[src/rtl/routing_cfg_pkg.sv]
// Shared types and helpers for the routing configuration loader.
// CHECK exists only when ROUTING_CFG_CRC_EN is defined.
package routing_cfg_pkg;

   typedef enum logic [1:0] {
      IDLE,
      SHIFT,
      COMMIT
`ifdef ROUTING_CFG_CRC_EN
      , CHECK
`endif
   } state_t;

   localparam logic [7:0] CRC8_POLY = 8'h07;

   // Bytes needed to carry wire_width*12 select bits, rounded up.
   function automatic int nbytes(input int wireWidth);
      return (wireWidth * 12 + 7) / 8;
   endfunction

endpackage

[src/rtl/routing_cfg_crc8.sv]
// Combinational byte-wise CRC-8 next-value step (MSB-first).
// Used by routing_config_loader only when ROUTING_CFG_CRC_EN is defined.
module routing_cfg_crc8
   import routing_cfg_pkg::*;
(
   input  logic [7:0] i_crc,
   input  logic [7:0] i_data,
   output logic [7:0] o_crc
);

   always_comb begin
      logic [7:0] w_c;
      w_c = i_crc ^ i_data;
      for (int i = 0; i < 8; i++) begin
         w_c = w_c[7] ? ((w_c << 1) ^ CRC8_POLY) : (w_c << 1);
      end
      o_crc = w_c;
   end

endmodule

[src/rtl/routing_config_loader.sv]
// Byte-serial loader that shadows a routing switch configuration and commits it to select.
// Optional frame CRC-8 checking is enabled by defining ROUTING_CFG_CRC_EN.
module routing_config_loader
   import routing_cfg_pkg::*;
#(
   parameter int wire_width = 3
)
(
   input  logic                       clk,
   input  logic                       rst_n,
   input  logic [7:0]                 cfg_data,
   input  logic                       cfg_valid,
   output logic                       cfg_ready,
   input  logic                       cfg_abort,
   output logic [wire_width*12-1:0]   select,
   output logic                       cfg_done,
   output logic                       cfg_err
);

   localparam int SELW   = wire_width * 12;
   localparam int NBYTES = nbytes(wire_width);
   localparam int CNTW   = $clog2(NBYTES + 1);
   localparam logic [CNTW-1:0] LAST = CNTW'(NBYTES - 1);

   state_t            r_state;
   logic [CNTW-1:0]   r_count;
   logic [SELW-1:0]   r_shadow;
   logic [SELW-1:0]   r_select;
   logic              r_done;
   logic [SELW-1:0]   w_shadowNext;
   logic              w_xfer;
   logic              w_load;

   assign cfg_ready = rst_n && (r_state != COMMIT);
   assign w_xfer    = cfg_valid && cfg_ready;
   assign w_load    = w_xfer && !cfg_abort && ((r_state == IDLE) || (r_state == SHIFT));
   assign select    = r_select;
   assign cfg_done  = r_done;

   // One lane per byte; the last lane keeps only the bits that fit in select.
   for (genvar k = 0; k < NBYTES; k++) begin : g_lane
      localparam int LO    = 8 * k;
      localparam int WIDTH = ((SELW - LO) < 8) ? (SELW - LO) : 8;
      assign w_shadowNext[LO +: WIDTH] = (w_load && (r_count == CNTW'(k)))
                                         ? cfg_data[WIDTH-1:0]
                                         : r_shadow[LO +: WIDTH];
   end

`ifdef ROUTING_CFG_CRC_EN
   logic [7:0] r_crc;
   logic [7:0] w_crcNext;
   logic       r_err;

   routing_cfg_crc8 u_crc8 (
      .i_crc  (r_crc),
      .i_data (cfg_data),
      .o_crc  (w_crcNext)
   );

   assign cfg_err = r_err;
`else
   assign cfg_err = 1'b0;
`endif

   // COMMIT ignores abort; elsewhere abort beats a coincident transfer.
   always_ff @(posedge clk or negedge rst_n) begin
      if (!rst_n) begin
         r_state  <= IDLE;
         r_count  <= '0;
         r_shadow <= '0;
         r_select <= '0;
         r_done   <= 1'b0;
`ifdef ROUTING_CFG_CRC_EN
         r_crc    <= '0;
         r_err    <= 1'b0;
`endif
      end else begin
         r_done   <= 1'b0;
         r_shadow <= w_shadowNext;
`ifdef ROUTING_CFG_CRC_EN
         r_err    <= 1'b0;
`endif
         if (r_state == COMMIT) begin
            r_select <= r_shadow;
            r_done   <= 1'b1;
            r_state  <= IDLE;
            r_count  <= '0;
         end else if (cfg_abort) begin
            r_state  <= IDLE;
            r_count  <= '0;
`ifdef ROUTING_CFG_CRC_EN
            r_crc    <= '0;
`endif
         end else if (w_xfer) begin
`ifdef ROUTING_CFG_CRC_EN
            if (r_state == CHECK) begin
               if (cfg_data == r_crc) begin
                  r_state <= COMMIT;
               end else begin
                  r_err   <= 1'b1;
                  r_state <= IDLE;
               end
               r_count <= '0;
               r_crc   <= '0;
            end else
`endif
            begin
               r_count <= r_count + 1'b1;
`ifdef ROUTING_CFG_CRC_EN
               r_crc   <= w_crcNext;
`endif
               if (r_count == LAST) begin
`ifdef ROUTING_CFG_CRC_EN
                  r_state <= CHECK;
`else
                  r_state <= COMMIT;
`endif
               end else begin
                  r_state <= SHIFT;
               end
            end
         end
      end
   end

endmodule

[config.mk]
export PLATFORM = sky130hd
export DESIGN_NAME = routing_config_loader
export DESIGN_NICKNAME = d
export VERILOG_FILES = /design/src/rtl/routing_cfg_pkg.sv /design/src/rtl/routing_cfg_crc8.sv /design/src/rtl/routing_config_loader.sv
export SDC_FILE = /design/constraint.sdc
export NUM_CORES = 1
export LEC_CHECK = 0
export ABC_AREA = 0
export CAP_MARGIN = 5
export CORE_MARGIN = 2
export CORE_UTILIZATION = 52
export CTS_CLUSTER_DIAMETER = 30
export CTS_CLUSTER_SIZE = 30
export DETAILED_ROUTE_END_ITERATION = 8
export PLACE_DENSITY = 0.78
export SYNTH_ARGS = -nofsm -noshare
export SYNTH_HDL_FRONTEND = slang
export SYNTH_HIERARCHICAL = 1
export SYNTH_SLANG_ARGS = --single-unit
[constraint.sdc]
create_clock -name clk -period 2.1 [get_ports clk]
set_input_delay 0.63 -clock clk [delete_from_list [all_inputs] [get_ports clk]]
set_output_delay 0.63 -clock clk [all_outputs]
set_load 0.01 [all_outputs]
# Yosys cells after proc, flatten, opt, wreduce, memory -nomap -nowiden

Cells that the tools add are included.

Add/sub/neg operators: 1
Equal/unequal tests: 7
Multiplexer cells: 8
Reductions and logical operators: 14

Operator list:

| cell                | count |
|---|---|
| $logic_and 1x1->1   | 9 |
| $mux 3              | 3 |
| $mux 2              | 4 |
| $eq 3x2->1 const B  | 2 |
| $add 3x1->3 const B | 1 |
| $eq 3x1->1 const B  | 1 |
| $eq 3x3->1 const B  | 1 |
| $logic_not 3->1     | 1 |
| $reduce_bool 3->1   | 1 |
| $eq 2x1->1 const B  | 1 |
| $eq 2x2->1 const B  | 1 |
| $logic_not 2->1     | 1 |
| $ne 2x2->1 const B  | 1 |
| $logic_not 1->1     | 1 |
| $logic_or 1x1->1    | 1 |
| $mux 1              | 1 |

Bits in registers: 78
Input port bits: 12
Word-level logic and storage cells: 39

# Depth between registers and ports, before layout

Gate-level depths: netlist of the first run.

Depth after elaboration: 6
Mapped depth: 5

# Least setup slack after synthesis of the first run

No wires, ideal clock.

Kind: in2reg
From: input rst_n
To: register r_shadow[32]
Setup time: 0.125 ns
Arrival time: 1.644 ns
Path slack: 0.331 ns
Stages: 5
Path buffers: 2
Cells stage by stage: nor4bb_2 > buf_4 > and3_1 > buf_6 > mux2_4

Word-level cells in the longest chain between the ends: 5

Ends and longest elaborated chain:

| element                        | line                        | source |
|---|---|---|
| start, declared                | routing_config_loader.sv:10 | `input logic rst_n,` |
| $logic_and 1x1->1              | routing_config_loader.sv:34 | `assign cfg_ready = rst_n && (r_state != COMMIT);` |
| $logic_and 1x1->1              | routing_config_loader.sv:35 | `assign w_xfer = cfg_valid && cfg_ready;` |
| $logic_and 1x1->1 (2 in a row) | routing_config_loader.sv:36 | `assign w_load = w_xfer && !cfg_abort && ((r_state == IDLE) \|\| (r_state == SHIFT));` |
| $logic_and 1x1->1              | routing_config_loader.sv:44 | `assign w_shadowNext[LO +: WIDTH] = (w_load && (r_count == CNTW'(k)))` |
| end signal, assigned           | routing_config_loader.sv:79 | `r_shadow <= w_shadowNext;` |
| end, declared                  | routing_config_loader.sv:27 | `logic [SELW-1:0] r_shadow;` |

Every way passes these cells.
A chain may end at the register's enable or synchronous reset.

# Final worst setup path of the first run

From: register r_state[1]
To: output cfg_ready

Word-level cells in the longest chain between the ends: 2

Ends and longest elaborated chain:

| element                | line                        | source |
|---|---|---|
| start, declared        | routing_config_loader.sv:25 | `state_t r_state;` |
| start signal, assigned | routing_config_loader.sv:68 | `r_state <= IDLE;` |
| start signal, assigned | routing_config_loader.sv:86 | `r_state <= IDLE;` |
| start signal, assigned | routing_config_loader.sv:89 | `r_state <= IDLE;` |
| $ne 2x2->1             | routing_config_loader.sv:34 |  |
| $logic_and 1x1->1      | routing_config_loader.sv:34 |  |
| end, declared          | routing_config_loader.sv:13 | `output logic cfg_ready,` |

Every way passes these cells.

==> flow_summary.ini, run 1 <==
[sta]
min_period_over_period = 0.916
fin_crit_ps = 1920
setup-violations-final = 0
max_freq_mhz = 520
fin_skew_ps = 10.1
timing.final.ws_setup_ps = 177
timing.final.max_slew_violations = 0
rsz0062_at_grt = no
tightest_slew_ps = 888
slew_headroom = 0.408
hold_viol = 0

[synthesis]
synthCells = 187
synth_top_family_by_area = multiplexers
synth_compound_area_frac = 0.00772
synth_top_area_share = 0.634
async_flop_share = 1.00
synth_cell_types = 24
synth_seq_cells = 78
synth_edf_count = 0
synth_fa_ha_area_frac = 0.0203
yosys.area_share.simple = 0.0431
ys_top_cells_by_area = dfrtp_1 (63%), mux2_2 (25%), ha_1 (2.0%)
yosysTopAreaCell = dfrtp_1
syn_area_sq_um = 3080
synth_xor_area_frac = 0.00284
synth-seq-area-share = 0.634
synth.area.mux_share = 0.271
synth.net_count = 204
yosys_most_used_dff = dfrtp_1
syn_avg_cell_area_sq_um = 16.5
synth.yosys.warnings = 6

[power]
leakage_nw = 1.83
irDropWorstVdd_v = 0.000532
powerDensity_nw_per_um2 = 983

[worst_setup_path]
r2r_start = r_count[0]$_DFFE_PN0P_
path_cells = nor2b_4 > nor2b_1 > dlygate4sd2_1
path_buf_inv = 1
end_kind = primary output
r2r_cells = 4
critPathSlowestCell = dfrtp_1
critPathKind = reg -> out
max_stage_delay_ps = 420
startpoint_type = flip-flop
critPathMaxFanout = 4
crit_family = flip-flops
reg2reg_slack_ps = 500
worstPathRequired_ps = 1470
crit_arrival_ps = 1290
r2r-end = r_count[2]$_DFFE_PN0P_

[floorplanning]
start_util = 0.530
die_w_um = 81.0
coreArea_sq_um = 5820
io_pins = 51
dieArea_sq_um = 6560
die_y_um = 81.0
rows = 28

[clocking]
cts_tree = built
root_buffer = clkbuf_8
cts_buffers = 9
cts.reportedPaths.clkPinSlew_ps = 80
htree_num_levels = 3
clock_sinks = 78
clock_latency_ps = 350
cts_setup_buffers = 0
clk_path_buf_depth = 2

[global_routing]
grt_max_degree = 74
grt_overflow = 0
antenna_found_initial = 0
grt_pass1_vias = 1737
grt_pass1_wl_um = 8690
grt.total_usage = 0.181

[layout]
drive_gt1_frac = 0.406
final_nets = 263
final_util = 0.668
synthToLayoutAreaGrowth_pct = 26.1
finalNonFillerCells = 326
multi_input_area_sq_um = 1070
regArea_sq_um = 1950
fill_cells = 433
antenna_cells = 0

[detailed_routing]
vias = 1646
routed_wl_um = 5240
viasPerCell = 5.05
drt_first_pass_iters = 4
drt_iter0_markers = 69
detail-route-antenna-nets = 0
route.detailed.drc = 0
routedWlPerCell_um = 16.1

[placement]
io_buffers = 49
dpl_worst_slack_ps = -172
place_congestion = 0.774
dp_hpwl_um = 3470
dp_cells = 310

[run]
maxCapViolCount = 0

[outcome]
status = complete, no violations

[hold_path]
min_path_type = in -> async
## timing repair
item | 4_1_cts | 5_1_grt
resized for setup | 1 | 0
setup endpoints to repair | 1 | 0
hold buffers | 0 | 0
## cells by family (layout without fill, tap and decap cells)
logic type | count (synthesis) | after routing
compound gates | 3 | 3
xor+xnor | 1 | 1
fa+ha+maj | 5 | 5
buf+inv | 11 | 75
flops | 78 | 78
mux | 73 | 73
other cells | 1 | 1
simple gates | 15 | 15
## how the worst max path moves through the flow
stage                                     endpoint  depth (start not counted)                    from  slack [ps]
after CTS                                cfg_ready                          3  r_state[1]$_DFFE_PN0P_         150
after floorplan           r_shadow[32]$_DFFE_PN0P_                          5                   rst_n         330
after detailed placement  r_shadow[28]$_DFFE_PN0P_                          5               cfg_valid        -170
final                                    cfg_ready                          3  r_state[1]$_DFFE_PN0P_         180
after global placement    r_shadow[25]$_DFFE_PN0P_                          5               cfg_valid        -110
after global routing      r_shadow[31]$_DFFE_PN0P_                          5               cfg_valid         100
## power by group
group	switching (mW)	internal, mW
Sequential	0.139	1.77
Combinational	0.245	0.461
Clock	0.539	0.667
Total	0.923	2.90
## cells in the mapped netlist, types with 2 or more instances
library cell / count
and3_1: 2
buf_2: 4
buf_4: 2
dfrtp_1: 78
ha_1: 5
inv_1: 2
mux2_2: 68
mux2_4: 4
nand3_4: 3
nor2b_1: 2
nor3_1: 4
## cells in the final DEF (no fill, tap or decap)
cell type        instances
ha_1                     5
nor2b_4                  1
nand2_1                  1
and4_1                   1
mux2_4                   4
clkinv_2                 2
clkinv_4                 1
clkinvlp_4               1
mux2i_1                  1
xnor2_1                  1
nor4bb_2                 1
o21ba_2                  1
conb_1                   1
inv_1                    2
clkinv_1                 1
nand2_2                  1
bufinv_16                2
mux2_2                  68
nor3_1                   4
clkbuf_8                 9
a2111oi_0                1
buf_4                    8
dlygate4sd2_1            1
nand3_4                  3
clkbuf_1                 1
and3_1                   2
nor2b_1                  1
a21oi_1                  1
dfrtp_1                 78
clkdlybuf4s50_1         47
## per-layer routing
layer,up-vias,routed length [um],GRT usage
li1,772,-,-
met2,40,2330,0.257
met3,12,249,0.0511
met5,-,0,0
met1,822,2560,0.261
met4,0,97,0.0797
## state kept, by name, indices dropped and copies added (netlist names)
register  count
r_state       2
r_shadow     36
r_count       3
select       36
cfg_done      1
## area by class of cell
cell class	instances	area share
Multi-Input combinational cell	98	0.277
Sequential cell	78	0.502
Tap cell	75	0.0242
Clock inverter	6	0.0222
Inverter	3	0.00290
Timing Repair Buffer	56	0.139
Clock buffer	10	0.0329
## metrics by stage
| stage | setup TNS, ps | total power, mW | area [sq um] | hold slack (ps) |
|---|---|---|---|---|
| after floorplan | 0 | 2.25 | 3080 | 334 |
| after global placement | -2880 | 2.63 | 3670 | 444 |
| after detailed placement | -4450 | 2.65 | 3670 | 446 |
| after CTS | 0 | 3.86 | 3880 | 68.0 |
| after global routing | 0 | 4.01 | 3880 | 64.3 |
| final | 0 | 3.82 | 3880 | 75.3 |
Note: power is estimated with default switching activity, not from simulation.
==> inputs of run 2 (changes only) <==
CORE_MARGIN = default   (was 2)
==> run 2 against run 1 <==
- total power up 2.0%
- clock-buffer cell count increased by 1
- critical path depth did not move
- worst hold slack better by 250 ps
- cell area up 0.58%
- largest power group unchanged
==> flow_summary.ini, run 2 (synthesis results as in run 1) <==
[sta]
fin_skew_ps = 6.77
min_period_over_period = 0.906
fin_crit_ps = 1900
hold_viol = 0
slew_headroom = 0.624
setup-violations-final = 0
max_freq_mhz = 525
tightest_slew_ps = 564
fin_tns_setup_ps = 0
rsz0062_at_grt = no
timing.final.max_slew_violations = 0

[detailed_routing]
routedWlPerCell_um = 17.0
drt_iter0_markers = 79
viasPerCell = 5.38
detail-route-antenna-nets = 0
routed_wl_um = 5500
drt_first_pass_iters = 4
route.detailed.drc = 0
vias = 1742

[placement]
dp_hpwl_um = 3550
place_congestion = 0.749
io_buffers = 49

[clocking]
clock_sinks = 78
clk_path_buf_depth = 2
htree_num_levels = 3
cts_buffers = 9
clock_latency_ps = 350
cts_setup_buffers = 0
cts_tree = built
cts.reportedPaths.clkPinSlew_ps = 80
root_buffer = clkbuf_8

[outcome]
status = complete, no violations

[worst_setup_path]
r2r-end = select[34]$_DFFE_PN0P_
worstPathRequired_ps = 1470
r2r_cells = 3
r2r_start = r_state[1]$_DFFE_PN0P_
reg2reg_slack_ps = 500
end_kind = primary output
crit_arrival_ps = 1270
critPathMaxFanout = 4
critPathKind = reg -> out
startpoint_type = flip-flop

[floorplanning]
dieArea_sq_um = 6240
rows = 27
die_y_um = 79.0
die_w_um = 79.0
start_util = 0.549
io_pins = 51
coreArea_sq_um = 5610

[global_routing]
grt_pass1_wl_um = 9080
grt_overflow = 0
grt_pass1_vias = 1792
grt_max_degree = 48
antenna_found_initial = 0
grt.total_usage = 0.199

[layout]
drive_gt1_frac = 0.413
synthToLayoutAreaGrowth_pct = 26.8
final_nets = 264
final_util = 0.697
final_cell_mix = dfrtp_1 (78), mux2_2 (68), clkdlybuf4s50_1 (47), clkbuf_8 (11), buf_4 (9)
antenna_cells = 0
final_common_cell = dfrtp_1

[hold_path]
min_path_type = in -> async

[power]
leakage_nw = 1.85
powerDensity_nw_per_um2 = 997
irDropWorstVdd_v = 0.000548

[run]
maxCapViolCount = 0
==> run 2: changes by cell type in the layout (fill, tap and decap cells not counted) <==
cell	change
clkbuf_8	+2
clkbuf_1	-1
clkinv_2	-1
buf_4	+1
==> run 2: how the worst max path moves through the flow <==
stage                                 from                  endpoint  slack [ps]  cells after the start
floorplan                            rst_n  r_shadow[32]$_DFFE_PN0P_         330                      5
finish              r_state[1]$_DFFE_PN0P_                 cfg_ready         200                      3
CTS                 r_state[1]$_DFFE_PN0P_                 cfg_ready         180                      3
detailed placement               cfg_abort  r_shadow[15]$_DFFE_PN0P_        -140                      5
global route        r_state[1]$_DFFE_PN0P_                 cfg_ready         130                      3
global placement                 cfg_abort  r_shadow[10]$_DFFE_PN0P_        -110                      5
==> run 2: layout make-up <==
type	instances	area, sq um
inverter	3	11.3
clock inverter	5	81.3
clock buffer	11	151
sequential	78	1950
fill	417	1700
tap	72	90.1
timing repair buffer	57	547
multi-input combinational	98	1070
==> run 2: per-layer routing <==
metal	vias up	track usage	wire, um
li1	782	-	-
met1	904	0.282	2690
met2	46	0.285	2470
met3	10	0.0563	243
met4	0	0.0873	102
met5	-	0	0
==> run 2: stage by stage <==
step | worst slack, ps | power, mW | hold slack, ps | cells | cell area (sq um)
after CTS | 182 | 3.93 | 335 | 324 | 3910
after floorplan | 331 | 2.25 | 334 | 187 | 3080
after global placement | -115 | 2.63 | 483 | 308 | 3680
final | 197 | 3.90 | 329 | 324 | 3910
after detailed placement | -142 | 2.66 | 492 | 308 | 3680
after global routing | 133 | 4.08 | 352 | 324 | 3910
==> run 2: repair_timing <==
item / CTS / global route
gates resized for setup: 1 / 0
hold buffers: 0 / 0
endpoints found under the setup margin: 1 / 0
==> run 2: critical path: stages (launching register included) <==
cell	delay (ps)
dfrtp_1	420
nor2b_4	140
nor2b_1	90
dlygate4sd2_1	270
==> run 2: report_power, final <==
| group | internal (mW) | leakage (nW) | switching [mW] |
|---|---|---|---|
| combinational | 0.462 | 0.691 | 0.250 |
| sequential | 1.77 | 1.04 | 0.148 |
| clock | 0.734 | 0.116 | 0.532 |
==> RTL change 1 (config.mk and constraints of run 2) <==
Re-encode `state_t` (3 states) as one-hot, 3 bits wide.
--- a/src/rtl/routing_cfg_pkg.sv
+++ b/src/rtl/routing_cfg_pkg.sv
@@ -2,10 +2,10 @@
 // CHECK exists only when ROUTING_CFG_CRC_EN is defined.
 package routing_cfg_pkg;
 
-   typedef enum logic [1:0] {
-      IDLE,
-      SHIFT,
-      COMMIT
+   typedef enum logic [2:0] {
+      IDLE   = 3'b001,
+      SHIFT  = 3'b010,
+      COMMIT = 3'b100
 `ifdef ROUTING_CFG_CRC_EN
       , CHECK
 `endif
Formal check against the unedited RTL: same outputs for any inputs over 10 cycles, from zero or initial values and one cycle with rst_n low; not proved beyond that.
==> RTL change 1 against run 2 <==
Wire length is 1.6% lower; sequential cell count is 1 higher; synthesized area is 0.57% higher; core utilization is 0.40 points lower; hold slack better by 0.17 ns; critical path depth stayed put; via count is 0.69% higher; combinational power is 50% lower; critical path type unchanged; worst setup slack worse by 0.077 ns; total power is 18% lower; cell area is 0.58% lower; global-route usage hardly changed.
==> RTL change 1: results <==
metrics = {
    "sta": {
        "max_slew_margin": 0.600,
        "clock_skew_ns": 0.00420,
    },
    "grt": {
        "grt_pass1_vias": 1837,
        "grt_max_degree": 52,
        "track_usage": 0.198,
        "grt_antenna_before_repair": 0,
        "grt_first_pass_wirelength_um": 9140,
    },
    "yosys": {
        "synth_nets": 208,
        "synth-async-reset-ratio": 1.00,
        "synthTopCellsByCount": "78 x dfrtp_1, 72 x mux2_2, 5 x ha_1, 4 x a21oi_1",
        "ys_types": 26,
        "yosysSeqAreaShare": 0.639,
        "synthFlopType": "dfrtp_1",
        "synth-xor-area-share": 0.00808,
        "synthMuxAreaShare": 0.262,
        "synth-compound-area-share": 0.0117,
        "syn_avg_cell_area_sq_um": 16.2,
        "synth_fa_ha_area_frac": 0.0202,
        "yosys-top-cells-area": "dfrtp_1 63%, mux2_2 26%, ha_1 2.0%",
        "yosys_warnings": 6,
    },
    "route": {
        "via_per_inst": 5.36,
        "routedWlPerCell_um": 16.6,
        "drt_iter0_drc": 91,
        "firstDrtPassIters": 4,
    },
    "placement": {
        "hpwlAfterDp_um": 3660,
        "placed_cells": 313,
        "placed_area_sq_um": 3710,
        "portBuffers": 49,
        "gp_congestion": 0.776,
    },
    "hold_path": {
        "worstHoldPathType": "reg -> reg",
    },
    "layout": {
        "nFillCells": 414,
        "final_cells": 327,
        "drive_above_1_share": 0.396,
        "finish.net_count": 269,
        "insertedDiodeCount": 0,
    },
    "clocking": {
        "cts_buffer_depth": 2,
        "clk_latency_ns": 0.34,
        "root_buffer": "clkbuf_8",
        "htreeDepth": 3,
        "cts_buffers": 9,
        "clkTransAtPathRegs_ns": 0.07,
    },
    "pwr": {
        "sw_frac_of_total": 0.223,
        "max-vdd-ir-drop_mv": 0.550,
        "p_leak_nw": 1.86,
    },
    "outcome": {
        "status": "complete, no violations",
    },
    "worst_setup_path": {
        "crit_slowest_cell": "dfstp_2",
        "crit_arrival_ns": 1.35,
        "path_max_fanout": 3,
        "critPathMaxStageDelay_ns": 0.57,
    },
}
RTL change 1: cell count changes in the layout (fill, tap and decap cells not counted), sizes merged, moves of 2 or more:
cell	run 2	this run
nand4	0	4
nor3	4	0
a21oi	1	4
clkinv	3	0
and3	2	0
clkbuf	11	13
nor3b	0	2
RTL change 1: critical path: cells and delay by family (launching register included):
kind          cells  cell delay [ns]
flops             1             0.57
buf+inv           1             0.25
simple gates      2             0.19
RTL change 1: final timing paths:
path	start	endpoint	slack [ns]	cells after the start
min in group asynchronous	rst_n	r_shadow[35]$_DFFE_PN0P_	0.51	3
min	r_shadow[3]$_DFFE_PN0P_	select[3]$_DFFE_PN0N_	0.50	1
max reg2reg	r_state[0]$_DFFE_PN1P_	r_shadow[34]$_DFFE_PN0P_	0.39	3
max	r_state[0]$_DFFE_PN1P_	cfg_ready	0.12	3
max in group asynchronous	rst_n	select[12]$_DFFE_PN0N_	0.74	4
min reg2reg	r_shadow[3]$_DFFE_PN0P_	select[3]$_DFFE_PN0N_	0.50	1
RTL change 1: power groups by stage:
stage                     logic (mW)  registers (mW)  clock network (mW)
final                          0.356            1.78                1.05
after global routing           0.395            1.79                1.14
after CTS                      0.364            1.78                1.08
after detailed placement       0.362            1.80                   0
after global placement         0.349            1.80                   0
after floorplan                0.186            1.79                   0
RTL change 1: cell families after synthesis:
group           Yosys count
buf+inv                  10
other cells               1
flops                    79
fa+ha+maj                 5
xor+xnor                  2
compound gates            6
simple gates             16
mux                      72
RTL change 1: per-layer routing:
| metal | part of all wire | vias up | global-route usage |
|---|---|---|---|
| met5 | 0 | - | 0 |
| met3 | 0.031 | 10 | 0.0356 |
| met1 | 0.46 | 913 | 0.260 |
| met2 | 0.49 | 35 | 0.319 |
| met4 | 0.021 | 0 | 0.0982 |
| li1 | - | 796 | - |
RTL change 1: what timing repair did:
| action | in CTS | in global routing |
|---|---|---|
| buffers inserted | 0 | 0 |
| hold buffers | 0 | 0 |
| setup endpoints to repair | 1 | 1 |
| pin swaps | 0 | 0 |
| resized for setup | 1 | 1 |
RTL change 1: stage by stage:
step	hold slack (ns)	utilization	power, mW	setup WS [ns]
6_report	0.501	0.693	3.19	0.119
5_1_grt	0.511	0.693	3.33	0.00559
4_1_cts	0.504	0.693	3.22	0.0594
3_5_place_dp	0.488	0.661	2.17	-0.139
3_3_place_gp	0.481	0.661	2.15	-0.0968
2_1_floorplan	0.334	-	1.98	0.361
RTL change 1: cell type report:
cell class | count | area share
well taps | 72 | 0.0232
clock inverters | 1 | 0.00773
clock buffers | 13 | 0.0383
repair buffers | 57 | 0.144
multi-input cells | 102 | 0.274
flip-flops and latches | 79 | 0.509
inverters | 3 | 0.00290
==> RTL change 2 (flow settings as in run 2) <==
Made on the original files. `wire_width`: 3 -> 6.
--- a/src/rtl/routing_config_loader.sv
+++ b/src/rtl/routing_config_loader.sv
@@ -3,7 +3,7 @@
 module routing_config_loader
    import routing_cfg_pkg::*;
 #(
-   parameter int wire_width = 3
+   parameter int wire_width = 6
 )
 (
    input  logic                       clk,
Interface: changed (resized select); port bits go from 51 to 87. The function was not compared with the original's and may differ.
==> RTL change 2 against run 2 <==
Synthesized cell count grew 90%; combinational power shrank 58%; synthesized area grew 90%; total power grew 65%; largest power group unchanged; count of clock-buffer cells in the layout grew 14; wire length grew 110%; worst setup slack lost 0.15 ns; cell area grew 96%; critical endpoint is now select[54]; sequential cell count grew 73; clock power grew 140%; maximum frequency shrank 7.2%; core utilization grew 0.52 points.
==> RTL change 2: results <==
metrics = {
    "yosys": {
        "synthTopCellsByCount": "151 x dfrtp_1, 136 x mux2_2, 14 x buf_2, 8 x mux2_4, 6 x and3_1",
        "synth-compound-area-share": 0.00450,
        "yosys-top-cells-area": "dfrtp_1 65%, mux2_2 26%, mux2_4 2.1%",
        "syn_inst": 355,
        "yosysSeqAreaShare": 0.647,
        "synth-async-reset-ratio": 1.00,
        "synth-xor-area-share": 0.00300,
        "synth_fa_ha_area_frac": 0.00857,
        "ys_types": 34,
        "yosys_warnings": 6,
        "synth_nets": 371,
        "synthMuxAreaShare": 0.284,
    },
    "clocking": {
        "root_buffer": "clkbuf_8",
        "clk_latency_ns": 0.51,
        "htreeDepth": 4,
        "clkTransAtPathRegs_ns": 0.06,
        "cts_buffers": 17,
        "cts_buffer_depth": 2,
    },
    "grt": {
        "track_usage": 0.215,
        "use_met2": 0.343,
        "use_met3": 0.0585,
        "grt_pass1_vias": 3413,
        "grt_antenna_before_repair": 0,
        "grt_first_pass_wirelength_um": 18300,
        "grt_max_degree": 90,
        "grtUsageMet1": 0.287,
    },
    "placement": {
        "placed_area_sq_um": 7010,
        "portBuffers": 85,
        "place_ws_ns": -0.286,
        "gp_congestion": 0.751,
        "placed_cells": 581,
        "hpwlAfterDp_um": 7460,
    },
    "layout": {
        "drive_above_1_share": 0.429,
        "finish.net_count": 476,
        "final_cells": 613,
        "insertedDiodeCount": 0,
    },
    "worst_setup_path": {
        "crit_arrival_ns": 1.42,
        "cp_top_family": "buffers and inverters",
        "crit_slowest_cell": "clkdlybuf4s50_1",
        "path_max_fanout": 2,
        "critPathMaxStageDelay_ns": 0.54,
    },
    "route": {
        "drt-met1-wl_um": 5110,
        "drt_iter0_drc": 88,
        "wl_met3_um": 399,
        "via_per_inst": 5.31,
        "routedWlPerCell_um": 18.5,
        "highest_layer": "met4",
        "route.met2.wl_um": 5730,
    },
    "pwr": {
        "max-vdd-ir-drop_mv": 0.554,
        "p_leak_nw": 3.96,
    },
    "sta": {
        "clock_skew_ns": 0.00537,
        "max_slew_margin": 0.280,
        "setup_tns_ns": 0,
    },
    "outcome": {
        "status": "complete, no violations",
    },
    "hold_path": {
        "worstHoldPathType": "in -> async",
    },
}
RTL change 2: final timing paths:
kind	cells past startpoint	slack, ns	to	from
setup / recovery	1	0.05	select[54]	select[54]$_DFFE_PN0P_
hold / removal	3	0.26	r_state[0]$_DFFE_PN0P_	rst_n
setup reg to reg	5	0.21	r_shadow[64]$_DFFE_PN0P_	r_count[0]$_DFFE_PN0P_
hold reg to reg	1	0.50	select[68]$_DFFE_PN0P_	select[68]$_DFFE_PN0P_
max in group asynchronous	2	1.00	r_shadow[6]$_DFFE_PN0P_	rst_n
min in group clk	1	0.50	select[68]$_DFFE_PN0P_	select[68]$_DFFE_PN0P_
RTL change 2: layout make-up:
cell class / count / area [sq um]
timing repair buffer: 105 / 1120
clock inverter: 7 / 116
clock buffer: 25 / 484
sequential: 151 / 3780
multi-input combinational: 182 / 1950
inverter: 3 / 11.3
tap: 140 / 175
fill: 758 / 3240
RTL change 2: timing repair:
| item | CTS | global route |
|---|---|---|
| gates resized for setup | 5 | 13 |
| pin swaps | 0 | 0 |
| setup endpoints to repair | 2 | 12 |
| buffers inserted | 0 | 0 |
RTL change 2: worst register-to-register path, stage by stage (launching register included):
cell,delay (ns)
dfrtp_1,0.42
inv_1,0.14
ha_1,0.24
nand3b_4,0.10
or4_4,0.54
mux2_4,0.34
RTL change 2: report_power, final:
part           switching, mW  internal, mW  total (mW)
clock network           1.08          1.94        3.02
logic                  0.150         0.149       0.299
registers             0.0732          3.04        3.11
total                   1.30          5.12        6.43
RTL change 2: logic make-up (layout without fill, tap and decap cells):
logic type | count (synthesis) | count (layout)
AO/OA/AOI/OAI | 4 | 4
XOR/XNOR | 2 | 2
adder cells (fa/ha/maj) | 4 | 4
buffers and inverters | 22 | 140
flip-flops | 151 | 151
multiplexers | 145 | 145
other | 1 | 1
AND/OR/NAND/NOR | 26 | 26
